File: src/rtl/mem_access_unit_pkg.sv
// ============================================================================
// Module  : mips_mem_pkg
// Purpose : Shared encodings and legality check for the data-memory access unit
// Revision: 1.0 - initial release
// ============================================================================
`default_nettype none

package mips_mem_pkg;

  typedef enum logic [1:0] {
    SZ_WORD = 2'b00,
    SZ_HALF = 2'b01,
    SZ_BYTE = 2'b10,
    SZ_BAD  = 2'b11
  } size_e;

  typedef enum logic [1:0] {
    ST_IDLE = 2'd0,
    ST_WAIT = 2'd1,
    ST_DONE = 2'd2
  } state_e;

  localparam logic [3:0] BE_ALL = 4'b1111;

  // Exactly one strobe, a defined size and natural alignment.
  function automatic logic access_legal(input logic re, input logic we,
                                        input size_e sz, input logic [1:0] addr_lo);
    logic ok;
    ok = re ^ we;
    case (sz)
      SZ_WORD: ok = ok && (addr_lo == 2'b00);
      SZ_HALF: ok = ok && !addr_lo[0];
      SZ_BYTE: ok = ok;
      default: ok = 1'b0;
    endcase
    return ok;
  endfunction

endpackage

`default_nettype wire

File: src/rtl/mem_access_unit_if.sv
// ============================================================================
// Module  : mem_access_unit_if
// Purpose : Word-wide request/acknowledge data-memory bus
// Revision: 1.0 - initial release
// ============================================================================
`default_nettype none

interface mem_access_unit_if #(
  parameter int ADDR_W = 32
);
  logic              mem_req;
  logic              mem_we;
  logic [ADDR_W-1:0] mem_addr;
  logic [3:0]        mem_be;
  logic [31:0]       mem_wdata;
  logic              mem_ack;
  logic [31:0]       mem_rdata;

  modport master (
    output mem_req, mem_we, mem_addr, mem_be, mem_wdata,
    input  mem_ack, mem_rdata
  );

  modport slave (
    input  mem_req, mem_we, mem_addr, mem_be, mem_wdata,
    output mem_ack, mem_rdata
  );
endinterface

`default_nettype wire

File: src/rtl/mem_access_unit_lane_steer.sv
// ============================================================================
// Module  : mem_lane_steer
// Purpose : Store lane replication / byte enables and load extraction / extension
// Revision: 1.0 - initial release
// ============================================================================
`default_nettype none

module mem_lane_steer
  import mips_mem_pkg::*;
(
  input  size_e       st_size,
  input  logic [1:0]  st_addr_lo,
  input  logic [31:0] st_wdata,
  output logic [3:0]  st_be,
  output logic [31:0] st_wdata_rep,
  input  size_e       ld_size,
  input  logic [1:0]  ld_addr_lo,
  input  logic        ld_unsigned,
  input  logic [31:0] ld_rdata,
  output logic [31:0] ld_data
);

  always_comb begin
    st_be        = 4'b0000;
    st_wdata_rep = st_wdata;
    case (st_size)
      SZ_WORD: st_be = BE_ALL;
      SZ_HALF: begin
        st_be        = st_addr_lo[1] ? 4'b1100 : 4'b0011;
        st_wdata_rep = {2{st_wdata[15:0]}};
      end
      SZ_BYTE: begin
        st_be        = 4'b0001 << st_addr_lo;
        st_wdata_rep = {4{st_wdata[7:0]}};
      end
      default: st_be = 4'b0000;
    endcase
  end

  logic [7:0]  ld_byte;
  logic [15:0] ld_half;

  always_comb begin
    ld_byte = ld_rdata[8*ld_addr_lo +: 8];
    ld_half = ld_rdata[16*ld_addr_lo[1] +: 16];
    ld_data = ld_rdata;
    case (ld_size)
      SZ_HALF: ld_data = {{16{ld_half[15] & ~ld_unsigned}}, ld_half};
      SZ_BYTE: ld_data = {{24{ld_byte[7] & ~ld_unsigned}}, ld_byte};
      default: ld_data = ld_rdata;
    endcase
  end

endmodule

`default_nettype wire

File: src/rtl/mem_access_unit.sv
// ============================================================================
// Module  : mem_access_unit
// Purpose : Load/store sequencer driving one req/ack transaction per access
// Revision: 1.0 - initial release
// ============================================================================
`default_nettype none

module mem_access_unit
  import mips_mem_pkg::*;
#(
  parameter int ADDR_W = 32
) (
  input  logic              clk,
  input  logic              rst_n,
  input  logic              re_in,
  input  logic              we_in,
  input  logic [1:0]        size_in,
  input  logic              unsigned_in,
  input  logic [ADDR_W-1:0] addr_in,
  input  logic [31:0]       wdata_in,
  output logic              stall,
  output logic [31:0]       rdata_out,
  output logic              rdata_valid,
  output logic              misalign_err,
  mem_access_unit_if.master bus
);

  state_e            state_q, state_d;
  logic              is_load_q, is_load_d;
  size_e             size_q, size_d;
  logic              unsigned_q, unsigned_d;
  logic [1:0]        addr_lo_q, addr_lo_d;
  logic              mem_req_q, mem_req_d;
  logic              mem_we_q, mem_we_d;
  logic [ADDR_W-1:0] mem_addr_q, mem_addr_d;
  logic [3:0]        mem_be_q, mem_be_d;
  logic [31:0]       mem_wdata_q, mem_wdata_d;
  logic [31:0]       rdata_q, rdata_d;
  logic              rdata_valid_q, rdata_valid_d;
  logic              misalign_q, misalign_d;
  logic              stall_c;

  size_e       size_in_e;
  logic        req_present;
  logic        req_legal;
  logic [3:0]  st_be;
  logic [31:0] st_wdata_rep;
  logic [31:0] ld_data;

  assign size_in_e   = size_e'(size_in);
  assign req_present = re_in | we_in;
  assign req_legal   = access_legal(re_in, we_in, size_in_e, addr_in[1:0]);

  mem_lane_steer u_steer (
    .st_size      (size_in_e),
    .st_addr_lo   (addr_in[1:0]),
    .st_wdata     (wdata_in),
    .st_be        (st_be),
    .st_wdata_rep (st_wdata_rep),
    .ld_size      (size_q),
    .ld_addr_lo   (addr_lo_q),
    .ld_unsigned  (unsigned_q),
    .ld_rdata     (bus.mem_rdata),
    .ld_data      (ld_data)
  );

  always_comb begin
    state_d       = state_q;
    is_load_d     = is_load_q;
    size_d        = size_q;
    unsigned_d    = unsigned_q;
    addr_lo_d     = addr_lo_q;
    mem_req_d     = mem_req_q;
    mem_we_d      = mem_we_q;
    mem_addr_d    = mem_addr_q;
    mem_be_d      = mem_be_q;
    mem_wdata_d   = mem_wdata_q;
    rdata_d       = rdata_q;
    rdata_valid_d = 1'b0;
    misalign_d    = 1'b0;
    stall_c       = 1'b0;
    case (state_q)
      ST_IDLE: begin
        if (req_present && req_legal) begin
          state_d     = ST_WAIT;
          stall_c     = 1'b1;
          is_load_d   = re_in;
          size_d      = size_in_e;
          unsigned_d  = unsigned_in;
          addr_lo_d   = addr_in[1:0];
          mem_req_d   = 1'b1;
          mem_we_d    = we_in;
          mem_addr_d  = {addr_in[ADDR_W-1:2], 2'b00};
          mem_be_d    = st_be;
          mem_wdata_d = we_in ? st_wdata_rep : 32'h0;
        end else if (req_present) begin
          misalign_d = 1'b1;
        end
      end
      ST_WAIT: begin
        stall_c = 1'b1;
        if (bus.mem_ack) begin
          state_d   = ST_DONE;
          mem_req_d = 1'b0;
          if (is_load_q) begin
            rdata_d       = ld_data;
            rdata_valid_d = 1'b1;
          end
        end
      end
      // Strobes seen here still belong to the completing instruction.
      ST_DONE: state_d = ST_IDLE;
      default: state_d = ST_IDLE;
    endcase
  end

  always_ff @(posedge clk or negedge rst_n) begin
    if (!rst_n) begin
      state_q       <= ST_IDLE;
      is_load_q     <= 1'b0;
      size_q        <= SZ_WORD;
      unsigned_q    <= 1'b0;
      addr_lo_q     <= 2'b00;
      mem_req_q     <= 1'b0;
      mem_we_q      <= 1'b0;
      mem_addr_q    <= '0;
      mem_be_q      <= 4'b0000;
      mem_wdata_q   <= 32'h0;
      rdata_q       <= 32'h0;
      rdata_valid_q <= 1'b0;
      misalign_q    <= 1'b0;
    end else begin
      state_q       <= state_d;
      is_load_q     <= is_load_d;
      size_q        <= size_d;
      unsigned_q    <= unsigned_d;
      addr_lo_q     <= addr_lo_d;
      mem_req_q     <= mem_req_d;
      mem_we_q      <= mem_we_d;
      mem_addr_q    <= mem_addr_d;
      mem_be_q      <= mem_be_d;
      mem_wdata_q   <= mem_wdata_d;
      rdata_q       <= rdata_d;
      rdata_valid_q <= rdata_valid_d;
      misalign_q    <= misalign_d;
    end
  end

  assign stall         = stall_c & rst_n;
  assign rdata_out     = rdata_q;
  assign rdata_valid   = rdata_valid_q;
  assign misalign_err  = misalign_q;
  assign bus.mem_req   = mem_req_q;
  assign bus.mem_we    = mem_we_q;
  assign bus.mem_addr  = mem_addr_q;
  assign bus.mem_be    = mem_be_q;
  assign bus.mem_wdata = mem_wdata_q;

endmodule

`default_nettype wire

File: src/flat_wrapper.sv
// flat-port wrapper written by rule: the top's interface ports become plain ports
module mem_access_unit_flat import mips_mem_pkg::*;
#(
  parameter int ADDR_W = 32
)
  (clk, rst_n, re_in, we_in, size_in, unsigned_in, addr_in, wdata_in, stall, rdata_out, rdata_valid, misalign_err, bus_mem_req, bus_mem_we, bus_mem_addr, bus_mem_be, bus_mem_wdata, bus_mem_ack, bus_mem_rdata);
  mem_access_unit_if #(.ADDR_W(ADDR_W)) bus_i ();
  input  logic clk;
  input  logic rst_n;
  input  logic re_in;
  input  logic we_in;
  input  logic [1:0] size_in;
  input  logic unsigned_in;
  input  logic [ADDR_W-1:0] addr_in;
  input  logic [31:0] wdata_in;
  output logic stall;
  output logic [31:0] rdata_out;
  output logic rdata_valid;
  output logic misalign_err;
  output wire logic [$bits(bus_i.mem_req)-1:0] bus_mem_req;
  output wire logic [$bits(bus_i.mem_we)-1:0] bus_mem_we;
  output wire logic [$bits(bus_i.mem_addr)-1:0] bus_mem_addr;
  output wire logic [$bits(bus_i.mem_be)-1:0] bus_mem_be;
  output wire logic [$bits(bus_i.mem_wdata)-1:0] bus_mem_wdata;
  input wire logic [$bits(bus_i.mem_ack)-1:0] bus_mem_ack;
  input wire logic [$bits(bus_i.mem_rdata)-1:0] bus_mem_rdata;
  assign bus_mem_req = bus_i.mem_req;
  assign bus_mem_we = bus_i.mem_we;
  assign bus_mem_addr = bus_i.mem_addr;
  assign bus_mem_be = bus_i.mem_be;
  assign bus_mem_wdata = bus_i.mem_wdata;
  assign bus_i.mem_ack = bus_mem_ack;
  assign bus_i.mem_rdata = bus_mem_rdata;
  mem_access_unit #(.ADDR_W(ADDR_W)) u_core (.clk(clk), .rst_n(rst_n), .re_in(re_in), .we_in(we_in), .size_in(size_in), .unsigned_in(unsigned_in), .addr_in(addr_in), .wdata_in(wdata_in), .stall(stall), .rdata_out(rdata_out), .rdata_valid(rdata_valid), .misalign_err(misalign_err), .bus(bus_i));
endmodule
File: config.mk
export PLATFORM = sky130hd
export DESIGN_NAME = mem_access_unit_flat
export DESIGN_NICKNAME = d
export VERILOG_FILES = /design/src/rtl/mem_access_unit_pkg.sv /design/src/rtl/mem_access_unit_if.sv /design/src/rtl/mem_access_unit_lane_steer.sv /design/src/rtl/mem_access_unit.sv /design/src/flat_wrapper.sv
export SDC_FILE = /design/constraint.sdc
export NUM_CORES = 1
export LEC_CHECK = 0
export CAP_MARGIN = 30
export CORE_ASPECT_RATIO = 1.4
export CORE_MARGIN = 4
export CORE_UTILIZATION = 45
export DETAILED_ROUTE_END_ITERATION = 8
export GPL_ROUTABILITY_DRIVEN = 0
export PLACE_DENSITY = 0.89
export SLEW_MARGIN = 5
export SYNTH_ARGS = -nofsm -noshare
export SYNTH_HDL_FRONTEND = slang
export SYNTH_HIERARCHICAL = 1
export SYNTH_SLANG_ARGS = --single-unit
File: constraint.sdc
create_clock -name clk -period 2.7 [get_ports clk]
set_input_delay 0.54 -clock clk [delete_from_list [all_inputs] [get_ports clk]]
set_output_delay 0.54 -clock clk [all_outputs]
set_load 0.005 [all_outputs]
==> metrics.md <==
| Metric | Value |
|---|---|
| Drt drc | 0 |
| Flip-flop and latch area | 2750 sq um |
| Layout fillers | a little under 1000 |
| Slew HR | around half |
| Rows | 49 |
| Slew @ Worst Pin | between 0.7 and 0.8 ns |
| Total global routing overflow | 0 |
| WP data required | about 2.2 ns |
| Syn Area/Cell | approximately 11 sq um |
| CTS tree | yes |
| Pre-CTS setup slack | -0.194 ns |
| Design area | between 8000 and 9000 sq um |
| Final wirelength | about 16000 um |
| CP endpoint kind | primary output |
| Setup violators final | 0 |
| Met1 Usage GRT | a little under a quarter |
| Area Overhead vs Synth | 38.8% |
| Crit-path max cell delay | ~0.48 ns |
| Crit start category | input port |
| Final nets | between 800 and 900 |
| Worst EP arrival | between 2 and 2.5 ns |
| RSZ-0062 raised after global routing | no |
| Clock buffer depth | 2 |
| WL/cell | between 15 and 20 um |
| Count of input and output buffers | between 200 and 250 |
| Critical path peak fanout | 2 |
| R2R depth | 5 |
| Cell variety after synth | 42 |
| Post-synthesis sequential area ratio | a little under half |
| Worst Path Buf+Inv | 3 |
| Pwr per Cell Area | between 800 and 900 nW/um^2 |
| Drt via density | 5.51 |
| Layout cells sized above 1 | 15.5% |
| Die H | ~140 um |
| Multi-input logic area | between 2000 and 3000 sq um |
| Seq cells post-synth | between 100 and 150 |
| Vias in the first global route | 5050 |
| DR iter-0 viols | approximately 250 |
| Fin. max-slew vios | 0 |
| Worst path top cell family by delay | buffers and inverters |
| Ports | 209 |
| Lkg Pwr | about 3.7 nW |
| GRT Util Overall | a little over a fifth |
| Hold Crit Class | flop to flop |
| DRT Pass-1 Iters | 5 |
| Max VDD drop | 0.384 mV |
| Reg clk slew, reported paths | ~0.070 ns |
| Overall Power | 0.00730 W |
| Post-Synthesis Cells | between 500 and 600 |
| Die ar. | around 15000 sq um |
| Hold Violations, Final | 0 |
| Worst-path cell chain | clkdlybuf4s50_1 -> inv_1 -> ha_1 -> nor3_2 -> nand2_2 -> nor2_8 -> o211a_1 -> dlygate4sd2_1 |
| DIE WIDTH | 105 um |
| Final worst slack | 0.113 ns |
| Status | completed |
| Clock root buffer | clkbuf_16 |
| Num CTS Buffers | 9 |
| TritonCTS Sinks | 110 |
| Met3 Use GR | under 10% |
| Placed cell area | between 7000 and 8000 sq um |
| Ys Warns | 6 |
| Reg2Reg Capture Point | u_core/rdata_out[10]$_DFFE_PN0P_ |
| Core box area | roughly 13000 sq um |
| Largest net degree at the start of global routing | 67 |
| Post-DRT Antenna Nets | 0 |
| Tmin final | roughly 2.6 ns |
| RR Startpoint | u_core/addr_lo_q[1]$_DFFE_PN0P_ |
| Max cap viols | 0 |
| Critical path endpoint | stall |
| Peak-usage layer in the global routing report | met2 |
| CP max stage cell | clkdlybuf4s50_1 |
| Clk Latency, worst-skew pair | around 0.35 ns |
| Initial Util | a little under half |
| First-pass GRT wire length | approximately 26000 um |
| Htree depth | 3 |
| Crit share post-route | 95.8% |
| Mapped Area | around 6000 sq um |
| Final TNS setup | 0 ns |
| WP depth | 8 |
| Flop2flop setup slack | roughly 0.44 ns |
| Vias | ~4800 |
| Fin Clk Skew | a little under 0.01 ns |
| WS Path Type | input port to primary output |
| N_diodes | 0 |
| Met2 global-route usage | about two fifths |
| DPL Wire Length | 12500 um |
| Critical path launch point | re_in |
| Initial antenna violation count | 0 |
| Max Fclk | between 300 and 400 MHz |
## synthesized netlist by cell type, drive strengths merged
| library cell | count | area (sq um) |
|---|---|---|
| mux2 | 83 | 1150 |
| and3 | 1 | 6.26 |
| a22o | 8 | 70.1 |
| nor2 | 17 | 80.1 |
| o2bb2ai | 8 | 70.1 |
| a31o | 1 | 8.76 |
| a21o | 3 | 22.5 |
| dfrtp | 110 | 2750 |
| a32oi | 8 | 70.1 |
| nand2 | 75 | 287 |
| and2 | 2 | 12.5 |
| conb | 1 | 3.75 |
| ha | 8 | 100 |
| o21a | 1 | 7.51 |
| a21oi | 27 | 146 |
| buf | 39 | 352 |
| o211a | 1 | 10.0 |
| clkbuf | 16 | 60.1 |
| a22oi | 9 | 72.6 |
| o21ai | 33 | 165 |
| a211o | 1 | 17.5 |
| o22ai | 9 | 56.3 |
| or2 | 2 | 12.5 |
| inv | 22 | 82.6 |
| o31ai | 32 | 240 |
| nand2b | 2 | 20.0 |
| nor2b | 9 | 58.8 |
| nor3 | 1 | 10.0 |
## layer usage
layer,routed length [um],up-vias
met5,0,-
met4,465,0
li1,-,2214
met3,1360,31
met1,5970,2292
met2,8640,244
## layout by cell type, fill, tap and decap left out, types with 8 or more instances in the layout
cell type        instances
inv_1                   22
a32oi_1                  8
nor2_1                  16
clkbuf_16                9
a22o_1                   8
a22oi_1                  8
dfrtp_1                110
o31ai_1                 32
o22ai_1                  9
o21ai_0                 13
nor2b_1                  8
nand2_1                 73
a21oi_1                 26
ha_1                     8
clkdlybuf4s50_1        203
mux2_1                  16
o21ai_1                 20
o2bb2ai_1                8
buf_4                   16
mux2_2                   9
mux2_4                  58
## stage by stage
step | hold slack (ns) | instances | utilization [%]
2_1_floorplan | 0.244 | 530 | -
3_3_place_gp | 0.340 | 849 | 61.6
3_5_place_dp | 0.339 | 849 | 61.6
4_1_cts | 0.493 | 867 | 64.0
5_1_grt | 0.503 | 868 | 64.1
6_report | 0.488 | 868 | 64.1
## area by class of cell
class / count / area share (%)
well taps: 153 / 2.32
clock buffers: 9 / 2.73
inverters: 22 / 1.00
repair buffers: 224 / 26.9
multi-input cells: 343 / 32.8
flip-flops and latches: 110 / 33.3
clock inverters: 7 / 0.910
## repair_timing
action,4_1_cts,5_1_grt
endpoints found under the setup margin,1,1
endpoints found under the hold margin,1,0
hold buffers,1,0
buffers inserted,1,1
pin swaps,2,2
resized for setup,1,1
## cell families after synthesis
family / synth area share, %
AOI/OAI and AO/OA: 16.1
adders and majority gates: 1.68
buffers and inverters: 8.31
DFF: 46.3
muxes: 19.4
other: 0.0631
and+or+nand+nor: 8.18
## report_power, final
| part | leakage, nW | internal, W | switching, W | total, W |
|---|---|---|---|---|
| sequential | 1.38 | 0.00224 | 0.000400 | 0.00264 |
| clock | 0.145 | 0.000660 | 0.000658 | 0.00132 |
| combinational | 2.21 | 0.00206 | 0.00129 | 0.00334 |
| total | 3.74 | 0.00496 | 0.00234 | 0.00730 |
## sequential cells by signal (all words and copies together) (netlist names)
signal                flops
u_core/addr_lo_q          2
u_core/bus.mem_addr      30
u_core/bus.mem_be         4
u_core/bus.mem_req        1
u_core/bus.mem_wdata     32
u_core/bus.mem_we         1
u_core/is_load_q          1
u_core/misalign_err       1
u_core/rdata_out         32
u_core/rdata_valid        1
u_core/size_q             2
u_core/state_q            2
u_core/unsigned_q         1
## worst min path at each step
stage,from,to,slack [ns],cells after the start
2_1_floorplan,rst_n,u_core/addr_lo_q[0]$_DFFE_PN0P_,0.24,0
3_3_place_gp,rst_n,u_core/rdata_out[6]$_DFFE_PN0P_,0.34,1
3_5_place_dp,rst_n,u_core/rdata_out[6]$_DFFE_PN0P_,0.34,1
4_1_cts,u_core/bus.mem_be[1]$_DFFE_PN0P_,u_core/bus.mem_be[1]$_DFFE_PN0P_,0.49,1
5_1_grt,u_core/bus.mem_be[1]$_DFFE_PN0P_,u_core/bus.mem_be[1]$_DFFE_PN0P_,0.50,1
6_report,u_core/bus.mem_be[1]$_DFFE_PN0P_,u_core/bus.mem_be[1]$_DFFE_PN0P_,0.49,1
(Power assumes the default switching activity.)
